$ cat src/rtl/uart_tx_frame.sv
// rtl/uart_tx_frame.sv - RS-232 frame transmitter: start, LSB-first data, optional parity, 1-2 stop bits
module uart_tx_frame #(
    parameter int DELAY_COUNTS = 11,
    parameter int DATA_BITS    = 8,
    parameter int PARITY_EN    = 0,
    parameter int PARITY_ODD   = 0,
    parameter int STOP_BITS    = 1
) (
    input  logic                 clk,
    input  logic                 rst,
    input  logic                 tx_start,
    input  logic [DATA_BITS-1:0] tx_data,
    output logic                 tx,
    output logic                 tx_busy,
    output logic                 tx_done
);

    localparam int CW = $clog2(DELAY_COUNTS);

    typedef enum logic [2:0] {
        S_IDLE,
        S_START,
        S_DATA,
        S_PARITY,
        S_STOP
    } state_t;

    state_t                 state_q, state_d;
    logic [CW-1:0]          cnt_q, cnt_d;
    logic [2:0]             idx_q, idx_d;
    logic                   stop_q, stop_d;
    logic [DATA_BITS-1:0]   shreg_q, shreg_d;
    logic                   par_q, par_d;
    logic                   tx_q, tx_d;
    logic                   busy_q, busy_d;
    logic                   done_q, done_d;

    logic end_bit;
    logic last_data;
    logic last_stop;

    assign end_bit   = (cnt_q == CW'(DELAY_COUNTS - 1));
    assign last_data = (idx_q == 3'(DATA_BITS - 1));
    assign last_stop = (stop_q == 1'(STOP_BITS - 1));

    always_ff @(posedge clk or posedge rst) begin
        if (rst) begin
            state_q <= S_IDLE;
            cnt_q   <= '0;
            idx_q   <= '0;
            stop_q  <= 1'b0;
            shreg_q <= '0;
            par_q   <= 1'b0;
            tx_q    <= 1'b1;
            busy_q  <= 1'b0;
            done_q  <= 1'b0;
        end else begin
            state_q <= state_d;
            cnt_q   <= cnt_d;
            idx_q   <= idx_d;
            stop_q  <= stop_d;
            shreg_q <= shreg_d;
            par_q   <= par_d;
            tx_q    <= tx_d;
            busy_q  <= busy_d;
            done_q  <= done_d;
        end
    end

    // Parity is captured together with the data so later tx_data changes cannot affect it.
    always_comb begin
        state_d = state_q;
        cnt_d   = end_bit ? '0 : cnt_q + CW'(1);
        idx_d   = idx_q;
        stop_d  = stop_q;
        shreg_d = shreg_q;
        par_d   = par_q;
        case (state_q)
            S_IDLE: begin
                cnt_d = '0;
                idx_d = '0;
                if (tx_start) begin
                    shreg_d = tx_data;
                    par_d   = (^tx_data) ^ (PARITY_ODD != 0);
                    stop_d  = 1'b0;
                    state_d = S_START;
                end
            end
            S_START: begin
                if (end_bit) begin
                    shreg_d = {1'b0, shreg_q[DATA_BITS-1:1]};
                    idx_d   = '0;
                    state_d = S_DATA;
                end
            end
            S_DATA: begin
                if (end_bit) begin
                    if (last_data) begin
                        stop_d  = 1'b0;
                        state_d = (PARITY_EN != 0) ? S_PARITY : S_STOP;
                    end else begin
                        idx_d   = idx_q + 3'd1;
                        shreg_d = {1'b0, shreg_q[DATA_BITS-1:1]};
                    end
                end
            end
            S_PARITY: begin
                if (end_bit) begin
                    stop_d  = 1'b0;
                    state_d = S_STOP;
                end
            end
            S_STOP: begin
                if (end_bit) begin
                    if (last_stop) begin
                        state_d = S_IDLE;
                    end else begin
                        stop_d = stop_q + 1'b1;
                    end
                end
            end
            default: state_d = S_IDLE;
        endcase
    end

    always_comb begin
        tx_d   = tx_q;
        busy_d = busy_q;
        done_d = 1'b0;
        case (state_q)
            S_IDLE: begin
                tx_d   = 1'b1;
                busy_d = 1'b0;
                if (tx_start) begin
                    tx_d   = 1'b0;
                    busy_d = 1'b1;
                end
            end
            S_START: begin
                if (end_bit) tx_d = shreg_q[0];
            end
            S_DATA: begin
                if (end_bit) begin
                    if (last_data) tx_d = (PARITY_EN != 0) ? par_q : 1'b1;
                    else           tx_d = shreg_q[0];
                end
            end
            S_PARITY: begin
                if (end_bit) tx_d = 1'b1;
            end
            S_STOP: begin
                if (end_bit && last_stop) begin
                    tx_d   = 1'b1;
                    busy_d = 1'b0;
                    done_d = 1'b1;
                end
            end
            default: begin
                tx_d   = 1'b1;
                busy_d = 1'b0;
            end
        endcase
    end

    assign tx      = tx_q;
    assign tx_busy = busy_q;
    assign tx_done = done_q;

endmodule

$ cat config.mk
export PLATFORM = sky130hd
export DESIGN_NAME = uart_tx_frame
export DESIGN_NICKNAME = d
export VERILOG_FILES = /design/src/rtl/uart_tx_frame.sv
export SDC_FILE = /design/constraint.sdc
export NUM_CORES = 1
export LEC_CHECK = 0
export CAP_MARGIN = 25
export CORE_MARGIN = 4
export CORE_UTILIZATION = 57
export CTS_CLUSTER_DIAMETER = 100
export CTS_CLUSTER_SIZE = 25
export DETAILED_ROUTE_END_ITERATION = 12
export HOLD_SLACK_MARGIN = 0.03
export PLACE_DENSITY_LB_ADDON = 0.08
export SYNTH_ARGS = -nofsm -noshare
export SYNTH_HDL_FRONTEND = slang
export SYNTH_SLANG_ARGS = --single-unit
$ cat constraint.sdc
create_clock -name clk -period 3.11 [get_ports clk]
set_clock_uncertainty 0.1 [all_clocks]
set_input_delay 0.311 -clock clk [delete_from_list [all_inputs] [get_ports clk]]
set_output_delay 0.311 -clock clk [all_outputs]
set_load 0.02 [all_outputs]
-- Word level (Yosys, flattened, before mapping)
Index checks and enable logic that the tools add are counted.
- bits in registers: 22
- input port bits: 11
- output and inout bits: 3
- logic and storage cells: 77
- add/subtract/negate cells: 3
- equality and inequality tests: 15
- mux-type cells: 38
- bitwise operators: 2
- reductions and logical operators: 11
- operator list (cell ; number):
    2-to-1 mux 8 bit ; 4
    2-to-1 mux 3 bit ; 10
    case mux 8 bit (3 select lines) ; 1
    inequality test 2 bit, second input constant ; 9
    2-to-1 mux 1 bit ; 16
    case mux 3 bit (5 select lines) ; 1
    case mux 3 bit (3 select lines) ; 1
    2-to-1 mux 4 bit ; 2
    AND reduction 4 bit ; 2
    AND reduction 7 bit ; 1
    == test 3 x 2 -> 1 bit, second input constant ; 2
    == test 3 bit, second input constant ; 2
    AND reduction 6 bit ; 1
    case mux 1 bit (5 select lines) ; 1
    AND reduction 5 bit ; 1
    adder 4 x 1 -> 4 bit, second input constant ; 1
    == test 4 bit, second input constant ; 1
    case mux 1 bit (4 select lines) ; 1
    nonzero test 4 bit ; 1
    adder 3 x 1 -> 3 bit, second input constant ; 1
    == test 3 x 1 -> 1 bit, second input constant ; 1
    zero test 3 bit ; 1
    case mux 1 bit (3 select lines) ; 1
    nonzero test 3 bit ; 1
    5 further kinds ; 6

-- Logic depth before layout (Yosys ltp)
- depth after elaboration: 4
- depth in mapped cells: 6
- mapped depth without buffers: 6

-- Worst setup path before layout
OpenSTA, ideal clock, no wires.
- path type: flip-flop to flip-flop
- from: register idx_q[0]
- to: register shreg_q[0]
- setup time: 125 ps
- arrival: 1676 ps
- required time: 2885 ps
- setup slack: 1209 ps
- cell stages (with the launch flop): 7
- buffers on the path: 0
- cells stage by stage: dfrtp_1 > ha_1 > ha_1 > nor3b_1 > o21ai_2 > a21oi_4 > mux2_2
- word-level cells in the longest chain between the ends: 3
- RTL lines (what ; line ; text):
    start, declared ; 30 ; logic [2:0] idx_q, idx_d;
    start signal, assigned ; 60 ; idx_q <= idx_d;
    == test 3 bit ; 43 ; assign last_data = (idx_q == 3'(DATA_BITS - 1));
    inequality test 2 bit (no line) ; - ;
    AND reduction 5 bit (no line) ; - ;
    end signal, assigned ; 62 ; shreg_q <= shreg_d;
    end, declared ; 32 ; logic [DATA_BITS-1:0] shreg_q, shreg_d;
Every way passes these cells.
A chain may end at the register's enable or synchronous reset.

-- Final worst setup path
- from: register idx_q[0]
- to: register shreg_q[6]
Same word-level chain as after synthesis.

==> load_flow_metrics.sql <==
INSERT INTO impl_metrics (metric_group, metric, value, unit) VALUES
('routing', 'detail_route_met2_wl', '940', 'µm'),
('power_and_ir_drop', 'sw_power', '0.0886', 'mW'),
('logic_synthesis', 'yosys_register_bits', '21', ''),
('power_and_ir_drop', 'power_density', '344', 'nW/µm²'),
('global_routing', 'globalRouteOverflowTotal', '0', ''),
('timing', 'hold-worst-slack', '0.342', 'ns'),
('logic_synthesis', 'seq_area_frac_synth', '47.9', '%'),
('clock_tree', 'clock-root-buffer', 'sky130_fd_sc_hd__clkbuf_4', ''),
('global_routing', 'global_route_wire_length_before_repair', '3250', 'µm'),
('clock_tree', 'cts_made_buffers', '3', ''),
('power_and_ir_drop', 'seq_power_share', '64.4', '%'),
('timing', 'totalNegativeSetupSlack', '0', 'ns'),
('cells_and_area', 'final_nets', '123', ''),
('critical_path', 'reg2reg_slack', '1.05', 'ns'),
('routing', 'post_drt_wl_per_cell', '13.7', 'µm'),
('timing', 'fmax', '486', 'MHz'),
('logic_synthesis', 'netlist-cell-type-count', '36', ''),
('routing', 'first_iter_violations', '16', ''),
('routing', 'drt-pass1-iter-count', '4', ''),
('clock_tree', 'tritoncts_clock_tree', 'built', ''),
('routing', 'drtAntennaViolNets', '0', ''),
('placed_design', 'dp_wirelength', '1380', 'µm'),
('global_routing', 'pin_count_of_the_biggest_net_entering_global_routing', '22', ''),
('global_routing', 'gr-usage-all-layers', '16.6', '%'),
('die', 'die_area', '2690', 'µm²'),
('clock_tree', 'cts.sinks', '21', ''),
('die', 'floorplan.die.height', '51.9', 'µm'),
('timing', 'slew_headroom', '48.2', '%'),
('critical_path', 'worst_setup_path_endpoint', 'shreg_q[6]$_DFFE_PP0P_', ''),
('critical_path', 'timing_worst_setup_path_type', 'flip-flop to flip-flop', ''),
('placed_design', 'dp_worst_setup_slack', '1.07', 'ns'),
('power_and_ir_drop', 'power_leakage', '0.534', 'nW'),
('clock_tree', 'worst_setup_hold_path_clk_slew', '0.11', 'ns'),
('die', 'design.portCount', '14', ''),
('timing', 'timing_max_transition_violations_final', '0', ''),
('placed_design', 'place.gp.congestion', '0.776', ''),
('routing', 'post-route-drc-count', '0', ''),
('power_and_ir_drop', 'p_sw_share', '20.5', '%'),
('cells_and_area', 'mostFrequentLayoutCells', '20 x sky130_fd_sc_hd__dfrtp_1, 16 x sky130_fd_sc_hd__mux2_2, 13 x sky130_fd_sc_hd__clkdlybuf4s50_1', ''),
('power_and_ir_drop', 'vdd.ir_drop.worst', '248', 'µV'),
('cells_and_area', 'n_fill_cell', '118', ''),
('logic_synthesis', 'synth.cell_area', '1100', 'µm²'),
('critical_path', 'r2r_cells', '6', ''),
('timing', 'setup_viol', '0', ''),
('critical_path', 'worst-endpoint-required', '3.20', 'ns'),
('placed_design', 'placed_cell_area', '1230', 'µm²'),
('critical_path', 'critPathMaxFanout', '8', ''),
('power_and_ir_drop', 'internal_power', '0.344', 'mW'),
('timing', 'hold_violations', '0', ''),
('cells_and_area', 'design_area', '1260', 'µm²'),
('global_routing', 'grt_pass1_vias', '771', ''),
('cells_and_area', 'syn2layout_area_growth', '14.4', '%'),
('power_and_ir_drop', 'power_frac_clock', '29.3', '%'),
('timing', 'rsz0062_at_grt', 'no', ''),
('critical_path', 'timing.critical_path.from_type', 'flip-flop', ''),
('clock_tree', 'clk-insertion-delay-late', '0.30', 'ns'),
('power_and_ir_drop', 'share_comb_of_total_power', '6.2', '%'),
('die', 'initial_core_util', '61.6', '%'),
('global_routing', 'grt_antenna_before_repair', '0', ''),
('critical_path', 'crit-reg2reg-capture', 'shreg_q[6]$_DFFE_PP0P_', ''),
('logic_synthesis', 'post_synth_inst_count', '96', ''),
('routing', 'routedLengthMet1', '813', 'µm'),
('timing', 'final.setup.worst_slack', '1.05', 'ns'),
('timing', 'tightestPinTransition', '0.775', 'ns'),
('clock_tree', 'clock_tree.htree_level_count', '1', ''),
('die', 'die_w', '51.9', 'µm'),
('logic_synthesis', 'synth_fp_nets', '109', ''),
('run_status', 'outcome', 'finished clean', ''),
('placed_design', 'placement.io_buffers', '13', ''),
('cells_and_area', 'drive_gt1_share', '22.9', '%'),
('logic_synthesis', 'syn_avg_cell_area', '11.4', 'µm²');
-- worst min-delay path by stage --
stage | start | endpoint | cells after the start
CTS | rst | state_q[1]$_DFFE_PP0P_ | 2
detailed placement | shreg_q[5]$_DFFE_PP0P_ | shreg_q[5]$_DFFE_PP0P_ | 1
global route | rst | shreg_q[4]$_DFFE_PP0P_ | 2
finish | rst | state_q[1]$_DFFE_PP0P_ | 2
global placement | shreg_q[1]$_DFFE_PP0P_ | shreg_q[1]$_DFFE_PP0P_ | 1
floorplan | rst | cnt_q[0]$_DFF_PP0_ | 1
-- layout make-up --
class	count	area [µm²]	share of cell area (%)
multi-input combinational	68	531	42.2
clock buffer	4	26.3	2.09
inverter	3	11.3	0.896
sequential	21	527	41.9
tap	25	31.3	2.49
timing repair buffer	13	130	10.4
-- power by group through the flow --
stage	sequential (mW)	combinational (mW)	clock, mW
2_1_floorplan	0.284	0.0105	0
6_report	0.278	0.0270	0.127
5_1_grt	0.279	0.0297	0.148
3_3_place_gp	0.284	0.0268	0
4_1_cts	0.279	0.0275	0.134
3_5_place_dp	0.284	0.0275	0
-- per-stage QoR --
step                      cells  utilization (%)  total power [mW]
after floorplan              96                -             0.295
after global placement      130             69.0             0.310
after detailed placement    130             69.0             0.311
after CTS                   134             70.5             0.440
after global routing        134             70.5             0.457
final                       134             70.5             0.432
-- logic make-up (layout without fill, tap and decap cells) --
family                   Yosys count  after routing  synth area share, %
multiplexers                      18             18                 18.2
adder cells (fa/ha/maj)            2              2                 2.28
flip-flops                        21             21                 48.0
AND/OR/NAND/NOR                   26             26                 13.7
buffers and inverters              7             20                 3.76
XOR/XNOR                           2              2                 1.59
AO/OA/AOI/OAI                     20             20                 12.5
-- state kept, by name, summed over array words and instances (netlist names) --
| signal | flops |
|---|---|
| shreg_q | 8 |
| state_q | 3 |
| tx_busy | 1 |
| tx | 1 |
| tx_done | 1 |
| cnt_q | 4 |
| idx_q | 3 |
-- Yosys cell counts (all sizes together) --
master,count,share of area (%)
buf,2,1.7
xnor2,1,0.80
nor3b,1,0.68
a41o,1,0.91
nor2b,2,1.1
dfrtp,20,46
and4bb,1,1.1
a21oi,7,4.2
xor2,1,0.80
and2b,2,1.4
nand2,4,1.4
o21ai,6,3.1
o31a,1,0.80
nor3,2,0.91
a22oi,1,0.68
or2,1,0.57
clkbuf,2,1.0
ha,2,2.3
nand2b,1,0.57
or4,1,0.68
nor2,7,2.6
nor4,1,0.57
nand3b,1,0.68
mux2,16,16
o22ai,1,0.57
a22o,2,1.6
mux2i,2,1.8
or2b,2,1.4
dfstp,1,2.4
inv,3,1.0
o31ai,1,0.68
-- critical path: stages (launching register included) --
cell and delay (ns):
sky130_fd_sc_hd__dfrtp_1 0.40, sky130_fd_sc_hd__ha_1 0.20, sky130_fd_sc_hd__ha_1 0.23, sky130_fd_sc_hd__nor3b_1 0.25, sky130_fd_sc_hd__o21ai_2 0.10, sky130_fd_sc_hd__a21oi_4 0.30
sky130_fd_sc_hd__mux2_2 0.37
-- routing by layer --
layer / track usage [%] / vias up
met4: 6.99 / 0
met5: 0 / -
met1: 20.0 / 373
met2: 28.5 / 15
met3: 3.44 / 4
li1: - / 366
(Power assumes the default switching activity.)
